===== src/rtl/fifo_read_serializer_if.sv =====
// ============================================================================
// Module   : fifo_read_serializer_if
// Brief    : FIFO read-side and serial-output handshake bundle for the serializer.
// Revision : 1.0 - initial release
// ============================================================================
`default_nettype none

interface fifo_read_serializer_if #(
    parameter int J = 4,
    parameter int W = 4
);
    logic             clr;
    logic             fifo_empty;
    logic             fifo_rd;
    logic [J*W-1:0]   fifo_rdata;
    logic             out_bit;
    logic             out_valid;
    logic             out_ready;
    logic             out_last;
    logic             busy;

    // Serializer side
    modport master (
        input  clr,
        input  fifo_empty,
        output fifo_rd,
        input  fifo_rdata,
        output out_bit,
        output out_valid,
        input  out_ready,
        output out_last,
        output busy
    );

    // FIFO / consumer side
    modport slave (
        output clr,
        output fifo_empty,
        input  fifo_rd,
        output fifo_rdata,
        input  out_bit,
        input  out_valid,
        output out_ready,
        input  out_last,
        input  busy
    );
endinterface

`default_nettype wire


===== src/rtl/fifo_read_serializer.sv =====
// ============================================================================
// Module   : fifo_read_serializer
// Brief    : Pops one J-word FIFO burst and streams it MSB first, one bit per beat.
// Revision : 1.0 - initial release
// ============================================================================
`default_nettype none

module fifo_read_serializer #(
    parameter int J = 4,
    parameter int W = 4
) (
    input  wire logic              clk,
    input  wire logic              rst,
    fifo_read_serializer_if.master bus
);

    localparam int c_LEN   = J * W;
    localparam int c_CNT_W = $clog2(c_LEN + 1);

    typedef enum logic [1:0] {
        S_IDLE  = 2'd0,
        S_LOAD  = 2'd1,
        S_SHIFT = 2'd2
    } state_t;

    state_t               r_state;
    state_t               w_next_state;
    logic [c_LEN-1:0]     r_shreg;
    logic [c_CNT_W-1:0]   r_cnt;
    logic                 w_fifo_rd;
    logic                 w_out_valid;
    logic                 w_beat;
    logic                 w_last;

    assign w_out_valid = (r_state == S_SHIFT);
    assign w_beat      = w_out_valid & bus.out_ready;
    assign w_last      = (r_cnt == c_CNT_W'(1));

    always_comb begin
        w_next_state = r_state;
        w_fifo_rd    = 1'b0;
        case (r_state)
            S_IDLE: begin
                if (!bus.fifo_empty) begin
                    w_fifo_rd    = 1'b1;
                    w_next_state = S_LOAD;
                end
            end
            S_LOAD: begin
                w_next_state = S_SHIFT;
            end
            S_SHIFT: begin
                // Refill on the final beat so back-to-back bursts lose only the LOAD cycle
                if (w_beat && w_last) begin
                    if (!bus.fifo_empty) begin
                        w_fifo_rd    = 1'b1;
                        w_next_state = S_LOAD;
                    end else begin
                        w_next_state = S_IDLE;
                    end
                end
            end
            default: begin
                w_next_state = S_IDLE;
            end
        endcase
        if (bus.clr) begin
            w_next_state = S_IDLE;
            w_fifo_rd    = 1'b0;
        end
    end

    always_ff @(posedge clk or negedge rst) begin
        if (!rst) begin
            r_state <= S_IDLE;
            r_shreg <= '0;
            r_cnt   <= '0;
        end else begin
            r_state <= w_next_state;
            if (bus.clr) begin
                r_shreg <= '0;
                r_cnt   <= '0;
            end else if (r_state == S_LOAD) begin
                r_shreg <= bus.fifo_rdata;
                r_cnt   <= c_CNT_W'(c_LEN);
            end else if (w_beat) begin
                r_shreg <= {r_shreg[c_LEN-2:0], 1'b0};
                r_cnt   <= r_cnt - c_CNT_W'(1);
            end
        end
    end

    // fifo_rd is combinational from fifo_empty, so hold it low while reset is asserted
    assign bus.fifo_rd   = w_fifo_rd & rst;
    assign bus.out_valid = w_out_valid;
    assign bus.out_bit   = w_out_valid & r_shreg[c_LEN-1];
    assign bus.out_last  = w_out_valid & w_last;
    assign bus.busy      = (r_state != S_IDLE);

endmodule

`default_nettype wire


===== src/flat_wrapper.sv =====
// flat-port wrapper written by rule: the top's interface ports become plain ports
module fifo_read_serializer_flat 
#(
    parameter int J = 4,
    parameter int W = 4
)
  (clk, rst, bus_clr, bus_fifo_empty, bus_fifo_rd, bus_fifo_rdata, bus_out_bit, bus_out_valid, bus_out_ready, bus_out_last, bus_busy);
  fifo_read_serializer_if #(.J(J), .W(W)) bus_i ();
  input  wire logic clk;
  input  wire logic rst;
  input wire logic [$bits(bus_i.clr)-1:0] bus_clr;
  input wire logic [$bits(bus_i.fifo_empty)-1:0] bus_fifo_empty;
  output wire logic [$bits(bus_i.fifo_rd)-1:0] bus_fifo_rd;
  input wire logic [$bits(bus_i.fifo_rdata)-1:0] bus_fifo_rdata;
  output wire logic [$bits(bus_i.out_bit)-1:0] bus_out_bit;
  output wire logic [$bits(bus_i.out_valid)-1:0] bus_out_valid;
  input wire logic [$bits(bus_i.out_ready)-1:0] bus_out_ready;
  output wire logic [$bits(bus_i.out_last)-1:0] bus_out_last;
  output wire logic [$bits(bus_i.busy)-1:0] bus_busy;
  assign bus_i.clr = bus_clr;
  assign bus_i.fifo_empty = bus_fifo_empty;
  assign bus_fifo_rd = bus_i.fifo_rd;
  assign bus_i.fifo_rdata = bus_fifo_rdata;
  assign bus_out_bit = bus_i.out_bit;
  assign bus_out_valid = bus_i.out_valid;
  assign bus_i.out_ready = bus_out_ready;
  assign bus_out_last = bus_i.out_last;
  assign bus_busy = bus_i.busy;
  fifo_read_serializer #(.J(J), .W(W)) u_core (.clk(clk), .rst(rst), .bus(bus_i));
endmodule

===== config.mk =====
export PLATFORM = sky130hd
export DESIGN_NAME = fifo_read_serializer_flat
export DESIGN_NICKNAME = d
export VERILOG_FILES = /design/src/rtl/fifo_read_serializer_if.sv /design/src/rtl/fifo_read_serializer.sv /design/src/flat_wrapper.sv
export SDC_FILE = /design/constraint.sdc
export NUM_CORES = 1
export LEC_CHECK = 0
export CAP_MARGIN = 20
export CORE_UTILIZATION = 30
export CTS_CLUSTER_SIZE = 14
export DETAILED_ROUTE_END_ITERATION = 6
export PLACE_DENSITY = 0.52
export SKIP_CTS_REPAIR_TIMING = 1
export SLEW_MARGIN = 30
export SYNTH_ARGS = -nofsm -noshare
export SYNTH_HDL_FRONTEND = slang
export SYNTH_SLANG_ARGS = --single-unit

===== constraint.sdc =====
create_clock -name clk -period 2 [get_ports clk]
set_input_delay 0.3 -clock clk [delete_from_list [all_inputs] [get_ports clk]]
set_output_delay 0.3 -clock clk [all_outputs]
set_load 0.02 [all_outputs]

======== Yosys cells after proc, flatten, opt, wreduce, memory -nomap -nowiden ========
Index checks and enable logic that the tools add are counted.
word-level totals
  flip-flop bits (word level) ............. 23
  latch bits .............................. 0
  bits in writable memories ............... 0
  ROM bits ................................ 0
  bits of input ports ..................... 21
  output and inout bits ................... 5
  logic and storage cells ................. 33
  memories kept ........................... 0
operators by class
  add/subtract/negate cells ............... 1
  multipliers ............................. 0
  divide/modulo/power cells ............... 0
  magnitude comparators ................... 0
  equality and inequality tests ........... 5
  shifts and indexed selects .............. 0
  multiplexer cells ....................... 15
  bitwise gates (word level) .............. 4
  reductions and logical operators ........ 5
operators by type and width
  kind                 number
  $mux 16              3
  $mux 5               3
  $mux 2               3
  $ne 3x3->1 const B   2
  $pmux 2 s3           1
  $eq 5x1->1 const B   1
  $sub 5x1->5 const B  1
  $and 1x1->1          4
  $mux 1               4
  $reduce_bool 3->1    1
  $eq 2x1->1 const B   1
  $eq 2x2->1 const B   1
  $logic_not 2->1      1
  $pmux 1 s2           1
  $reduce_and 2->1     1
  $reduce_bool 2->1    1
  $logic_and 1x1->1    1

======== Depth between registers and ports, before layout ========
Gate-level depths: netlist of run 1.
  word-level depth ........................ 7
  gate-level depth with buffers ........... 5
  gate-level depth less buffers ........... 5

======== Least setup slack after synthesis of run 1 ========
Ideal clock, no wire load.
  path kind ............................... register to output
  start point ............................. reg u_core.r_cnt[1]
  end point ............................... out bus_fifo_rd
  arrival time ............................ 1.414 ns
  data required time ...................... 1.700 ns
  slack ................................... 0.286 ns
  cell stages (with the launch flop) ...... 6
  path through ............................ dfrtp_1 inv_1 ha_1 or4b_1 o21ai_1 and3_1
on the way
  word-level cells in the longest chain between the ends .. 6
ends and longest elaborated chain
  element                 RTL line                    source
  start, declared         fifo_read_serializer.sv:29  logic [c_CNT_W-1:0] r_cnt;
  start signal, assigned  fifo_read_serializer.sv:85  r_cnt <= c_CNT_W'(c_LEN);
  start signal, assigned  fifo_read_serializer.sv:88  r_cnt <= r_cnt - c_CNT_W'(1);
  $eq 5x1->1              fifo_read_serializer.sv:37  assign w_last = (r_cnt == c_CNT_W'(1));
  $logic_and 1x1->1       fifo_read_serializer.sv:54  if (w_beat && w_last) begin
  $mux 1                  fifo_read_serializer.sv:54
  $pmux 1 s2              fifo_read_serializer.sv:42  case (r_state)
  $mux 1                  fifo_read_serializer.sv:67  if (bus.clr) begin
  $and 1x1->1             fifo_read_serializer.sv:94  assign bus.fifo_rd = w_fifo_rd & rst;
  end, declared           flat_wrapper.sv:13          output wire logic [$bits(bus_i.fifo_rd)-1:0] bus_fifo_rd;
No other way between the ends.

======== Worst setup path after layout of run 1 ========
Same ends and word-level chain as after synthesis.

==> metrics.cfg, run 1 <==
[outcome]
outcome=complete, but fails checks
violations=setup timing

[layout]
fin_cells=215
synthToLayoutAreaGrowth_pct=34.3
final_cell_area_mm2=0.00163
drive_gt1_share_pct=18.6
nets=191
layout_common_cells=31 x nor2_1, 22 x clkdlybuf4s50_1, 21 x dfrtp_1
antenna_cells=0
final_common_cell=nor2_1

[clocking]
clock_latency_ns=0.26
numCtsBuffers=3
clk_path_buf_depth=2
htree_num_levels=1
clk_pin_slew_worst_paths_ns=0.08
cts_tree=yes
root_buffer=clkbuf_8
cts.sinks=23

[floorplanning]
ios=26
die_height_um=65.6
dieArea_mm2=0.00430
num_rows=22
initial_utilization_pct=32.2
die_w_um=65.6
core_area_mm2=0.00377

[detailed_routing]
drt-met1-wl_mm=1.30
num_vias=1068
dr.pass1.iters=4
dr_wl_met3_um=83
wl_per_cell_um=12.9
drt_wl_total_mm=2.77
drt-initial-drc-count=34
vias_per_cell=4.97
drtAntennaViolNets=0
top_layer=met4
met2_wirelength_mm=1.36
drc=0

[worst_setup_path]
path_buf_inv=2
end_kind=output pin
cpPeakStageDelay_ns=0.46
critPathLaunchType=flop
worstPathMaxFanout=3
crit_path_top_delay_cell=or4b_4
criticalPathCategory=reg2out
r2r_slack_ns=0.34
critPathTopFamily=simple AND/OR/NAND/NOR gates
crit_required_ns=1.70
arrival_ns=1.79
path_cells=inv_2 -> ha_4 -> or4b_4 -> o21ai_2 -> and3_4 -> buf_6

[synthesis]
yosysUniqueCellTypes=35
syn-num-nets=159
postSynthAreaPerCell_um2=8.92
yosysWarnings=0
synth_area_mm2=0.00121
synth-seq-area-share_pct=47.4
synthesis.instances=136
ys_ff_latch=23

[run]
drv_cap=0

[sta]
tightest_slew_ns=0.547
finClkSkew_ns=0.00480
slew_headroom_pct=63.5
rsz0062_at_grt=yes
fmax_mhz=479
period_minus_slack_ns=2.09
fin_ws_ns=-0.0883
finalHoldViolCount=0
fin_crit_sh_pct=104
setup_viol=1
final_max_slew_viol_count=0

[power]
internal-power_uw=762
vdd_ir_drop_max_uv=288
power.switching_uw=284
combPwrFrac_pct=21.2
sequentialPowerShare_pct=50.8
p_clk_share_pct=28.0
power_density_mw_per_mm2=642
p_leak_uw=0.000739
p_sw_share_pct=27.2

[global_routing]
antenna_found_initial=0
grt_use_total_pct=13.8
grt_max_degree=24
grt_pass1_vias=978
grt_pass1_wl_mm=4.53
overflow=0

[placed_design]
dp_hpwl_mm=1.92
dpl_cell_area_mm2=0.00155
place_inst=211
io_buffers=25
gp_congestion=0.740

[min_path]
hold_path.class=in2async

==> final cells by class <==
type	instances	area, um^2
inverters	5	18.8
flip-flops and latches	23	578
multi-input cells	98	583
fillers	369	2140
well taps	48	60.1
clock buffers	4	45.0
repair buffers	37	345
==> registers in the layout, indices dropped and copies added (netlist names) <==
name / flops
u_core.r_cnt: 5
u_core.r_shreg: 16
u_core.r_state: 2
==> path summary, 6_finish.rpt <==
kind | startpoint | end | cells after the start
max in group asynchronous | rst | u_core.r_state[1]$_DFFE_PN0P_ | 2
min in group clk | u_core.r_shreg[0]$_DFFE_PN0P_ | u_core.r_shreg[0]$_DFFE_PN0P_ | 2
max | u_core.r_cnt[1]$_DFFE_PN0P_ | bus_fifo_rd | 6
max reg2reg | u_core.r_cnt[0]$_DFFE_PN0P_ | u_core.r_cnt[4]$_DFFE_PN0P_ | 6
min reg2reg | u_core.r_shreg[0]$_DFFE_PN0P_ | u_core.r_shreg[0]$_DFFE_PN0P_ | 2
min | rst | u_core.r_shreg[13]$_DFFE_PN0P_ | 2
==> metrics by stage <==
stage | util, % | setup TNS [ns] | hold slack (ns) | setup WS [ns] | power, uW
after floorplan | - | 0 | 0.00441 | 0.286 | 662
after global placement | 41.2 | -0.366 | 0.527 | -0.228 | 755
after detailed placement | 41.2 | -0.439 | 0.530 | -0.274 | 761
after CTS | 42.4 | -1.09 | 0.473 | -0.577 | 1060
after global routing | 43.2 | -0.173 | 0.501 | -0.149 | 1100
final | 43.2 | -0.0883 | 0.473 | -0.0883 | 1050
==> synthesized netlist by cell type <==
master	instances	area, um^2
nor2_1	31	116
dfrtp_1	23	576
nor3_1	19	95.1
nor4_1	15	93.8
inv_1	5	18.8
buf_2	4	20.0
buf_4	3	22.5
nand2_1	3	11.3
a21oi_1	2	10.0
clkbuf_1	2	7.51
ha_1	2	25.0
nand3_1	2	10.0
nor2b_1	2	12.5
or2_2	2	12.5
a2111oi_2	1	15.0
a211oi_1	1	7.51
a21o_1	1	7.51
a221oi_2	1	15.0
and2_1	1	6.26
and2_2	1	7.51
and2b_1	1	7.51
and2b_2	1	8.76
and3_1	1	6.26
and3b_1	1	8.76
buf_6	1	11.3
nand3b_2	1	11.3
nand4b_1	1	8.76
o21ai_0	1	5.00
o21ai_1	1	5.00
o41ai_1	1	8.76
or2b_1	1	7.51
or4_1	1	7.51
or4b_1	1	10.0
xnor2_1	1	8.76
xor2_1	1	8.76
==> power groups by stage <==
| stage | logic [uW] | registers, uW | clock network [uW] |
|---|---|---|---|
| 6_report | 222 | 532 | 293 |
| 4_1_cts | 223 | 529 | 304 |
| 5_1_grt | 246 | 538 | 319 |
| 3_5_place_dp | 222 | 539 | 0 |
| 3_3_place_gp | 219 | 537 | 0 |
| 2_1_floorplan | 132 | 530 | 0 |
==> kinds of logic after synthesis <==
kind of cell    share of synthesized area [%]
simple gates                             36.4
flops                                    47.4
buf+inv                                  6.60
compound gates                           6.08
fa+ha+maj                                2.06
xor+xnor                                 1.44
==> metal layers <==
layer	global-route usage, %	up-vias
met5	0	-
met4	5.71	0
met3	2.26	2
met2	22.3	15
met1	18.1	512
li1	-	539
No activity file was read; power rests on OpenSTA's default activity.
==> run 2, diff against run 1 <==
- CORE_MARGIN: not set -> 10
- MAX_ROUTING_LAYER: not set -> met4
- SKIP_CTS_REPAIR_TIMING: 1 -> not set
==> run 2 against run 1 <==
The run still ends with setup timing left. Via count increased by 1.9%. Hold slack got worse by 0.041 ns. Clock power about the same. Total power increased by 0.40%. Final area increased by 1.0%. Flip-flop and latch count unchanged. Global-route usage decreased by 4.3 points. Non-clock buffer count increased by 2. Sequential share of layout area decreased by 0.43 points. Critical path type unchanged. Critical endpoint unchanged.
==> metrics.cfg, run 2 (synthesis gave the netlist of run 1 again) <==
[outcome]
outcome=complete, but fails checks
violations=setup timing

[floorplanning]
core_area_mm2=0.00397
die_height_um=83.6
initial_utilization_pct=30.6
die_w_um=83.6
ios=26
dieArea_mm2=0.00699
num_rows=23

[worst_setup_path]
criticalPathCategory=reg2out
path_cells=inv_2 -> ha_4 -> or4b_4 -> o21ai_2 -> and3_4 -> buf_6
arrival_ns=1.77
crit_path_top_delay_cell=or4b_4
crit_required_ns=1.70
cpPeakStageDelay_ns=0.47
critPathTopFamily=simple AND/OR/NAND/NOR gates
end_kind=output pin
critPathLaunchType=flop
worstPathMaxFanout=3
path_buf_inv=2

[sta]
final_max_slew_viol_count=0
slew_headroom_pct=60.0
fin_crit_sh_pct=104
finClkSkew_ns=0.00366
period_minus_slack_ns=2.07
setup_viol=1
fmax_mhz=483
finalHoldViolCount=0
rsz0062_at_grt=yes
fin_ws_ns=-0.0718
tightest_slew_ns=0.601

[layout]
final_cell_area_mm2=0.00165
nets=193
layout_common_cells=31 x nor2_1, 22 x clkdlybuf4s50_1, 22 x dfrtp_1
drive_gt1_share_pct=19.5
fillCellCount=404
antenna_cells=0
synthToLayoutAreaGrowth_pct=35.7
largest_register=u_core.r_shreg
reg_top3=u_core.r_shreg (16), u_core.r_cnt (5), u_core.r_state (2)
final_common_cell=nor2_1
largest_reg_flops=16

[placed_design]
dp_hpwl_mm=2.21
io_buffers=25
dp_slack_ns=-0.317
dpl_cell_area_mm2=0.00156
gp_congestion=0.737

[clocking]
htree_num_levels=1
cts_tree=yes
cts.sinks=23
root_buffer=clkbuf_8
clk_path_buf_depth=2
clock_latency_ns=0.26
hold_buffers=0
clk_pin_slew_worst_paths_ns=0.09
numCtsBuffers=3

[global_routing]
overflow=0
grt_pass1_wl_mm=5.57
grt_busiest_layer=met2
grt_use_total_pct=9.47
antenna_found_initial=0
grt_pass1_vias=1164
met1_usage_pct=11.3
grt_max_degree=24
use_met3_pct=2.44
met2_usage_pct=15.5

[detailed_routing]
dr.pass1.iters=5
num_vias=1088
drtAntennaViolNets=0
drt_wl_total_mm=3.07
wl_per_cell_um=14.0
drc=0
drt-initial-drc-count=41
vias_per_cell=4.97

[power]
power_density_mw_per_mm2=638
vdd_ir_drop_max_uv=277
p_leak_uw=0.000735

[min_path]
hold_path.class=in2async

[run]
drv_cap=0

[run 2: cell count changes in the layout (fill, tap and decap cells not counted), sizes merged]
cell / previous run / this run
clkinvlp: 0 / 1
clkbuf: 4 / 3
dlymetal6s2s: 1 / 0
dlygate4sd2: 0 / 1
buf: 14 / 16
[run 2: stage by stage]
step	hold slack [ns]	total power, uW	setup TNS (ns)	util [%]	instances
2_1_floorplan	0.00441	662	0	-	136
3_3_place_gp	0.528	756	-0.399	39.4	214
3_5_place_dp	0.537	762	-0.516	39.4	214
4_1_cts	0.436	1060	-0.105	41.4	219
5_1_grt	0.471	1120	-0.203	41.5	219
6_report	0.432	1050	-0.0718	41.5	219
[run 2: layer usage]
layer	wire length (um)	vias up
li1	-	542
met4	36	0
met5	0	-
met1	1490	521
met2	1420	23
met3	123	2
[run 2: layout make-up]
class | count | area, um^2 | area share, %
clock inverter | 1 | 7.51 | 0.456
sequential | 23 | 577 | 35.0
timing repair buffer | 39 | 357 | 21.7
tap | 50 | 62.6 | 3.80
clock buffer | 3 | 41.3 | 2.51
inverter | 5 | 18.8 | 1.14
multi-input combinational | 98 | 583 | 35.4
[run 2: path summary, 6_finish.rpt]
| check | start | to | slack [ns] | cells past startpoint |
|---|---|---|---|---|
| max in group asynchronous | rst | u_core.r_state[1]$_DFFE_PN0P_ | 1.32 | 2 |
| min reg2reg | u_core.r_shreg[0]$_DFFE_PN0P_ | u_core.r_shreg[0]$_DFFE_PN0P_ | 0.55 | 2 |
| min | rst | u_core.r_shreg[15]$_DFFE_PN0P_ | 0.43 | 2 |
| max | u_core.r_cnt[1]$_DFFE_PN0P_ | bus_fifo_rd | -0.07 | 6 |
| max reg2reg | u_core.r_cnt[1]$_DFFE_PN0P_ | u_core.r_cnt[4]$_DFFE_PN0P_ | 0.31 | 7 |
| min in group clk | u_core.r_shreg[0]$_DFFE_PN0P_ | u_core.r_shreg[0]$_DFFE_PN0P_ | 0.55 | 2 |
[run 2: power breakdown]
part           switching (uW)  internal, uW  leakage (uW)
Clock                     154           141     0.0000217
Sequential               28.5           503      0.000308
Combinational             107           117      0.000405
Total                     290           761      0.000735
[run 2: worst register-to-register path, delay by kind of cell, from the launching register on]
family	cells	cell delay [ns]
AOI/OAI and AO/OA	1	0.28
adders and majority gates	1	0.14
buffers and inverters	3	0.28
DFF	1	0.40
and+or+nand+nor	2	0.50
[run 2: what timing repair did]
action | CTS | global route
setup endpoints to repair | 3 | 2
pin swaps | 2 | 2
endpoints found under the hold margin | 0 | 0
gates cloned | 0 | 0
gates resized for setup | 19 | 1
setup buffers | 1 | 0
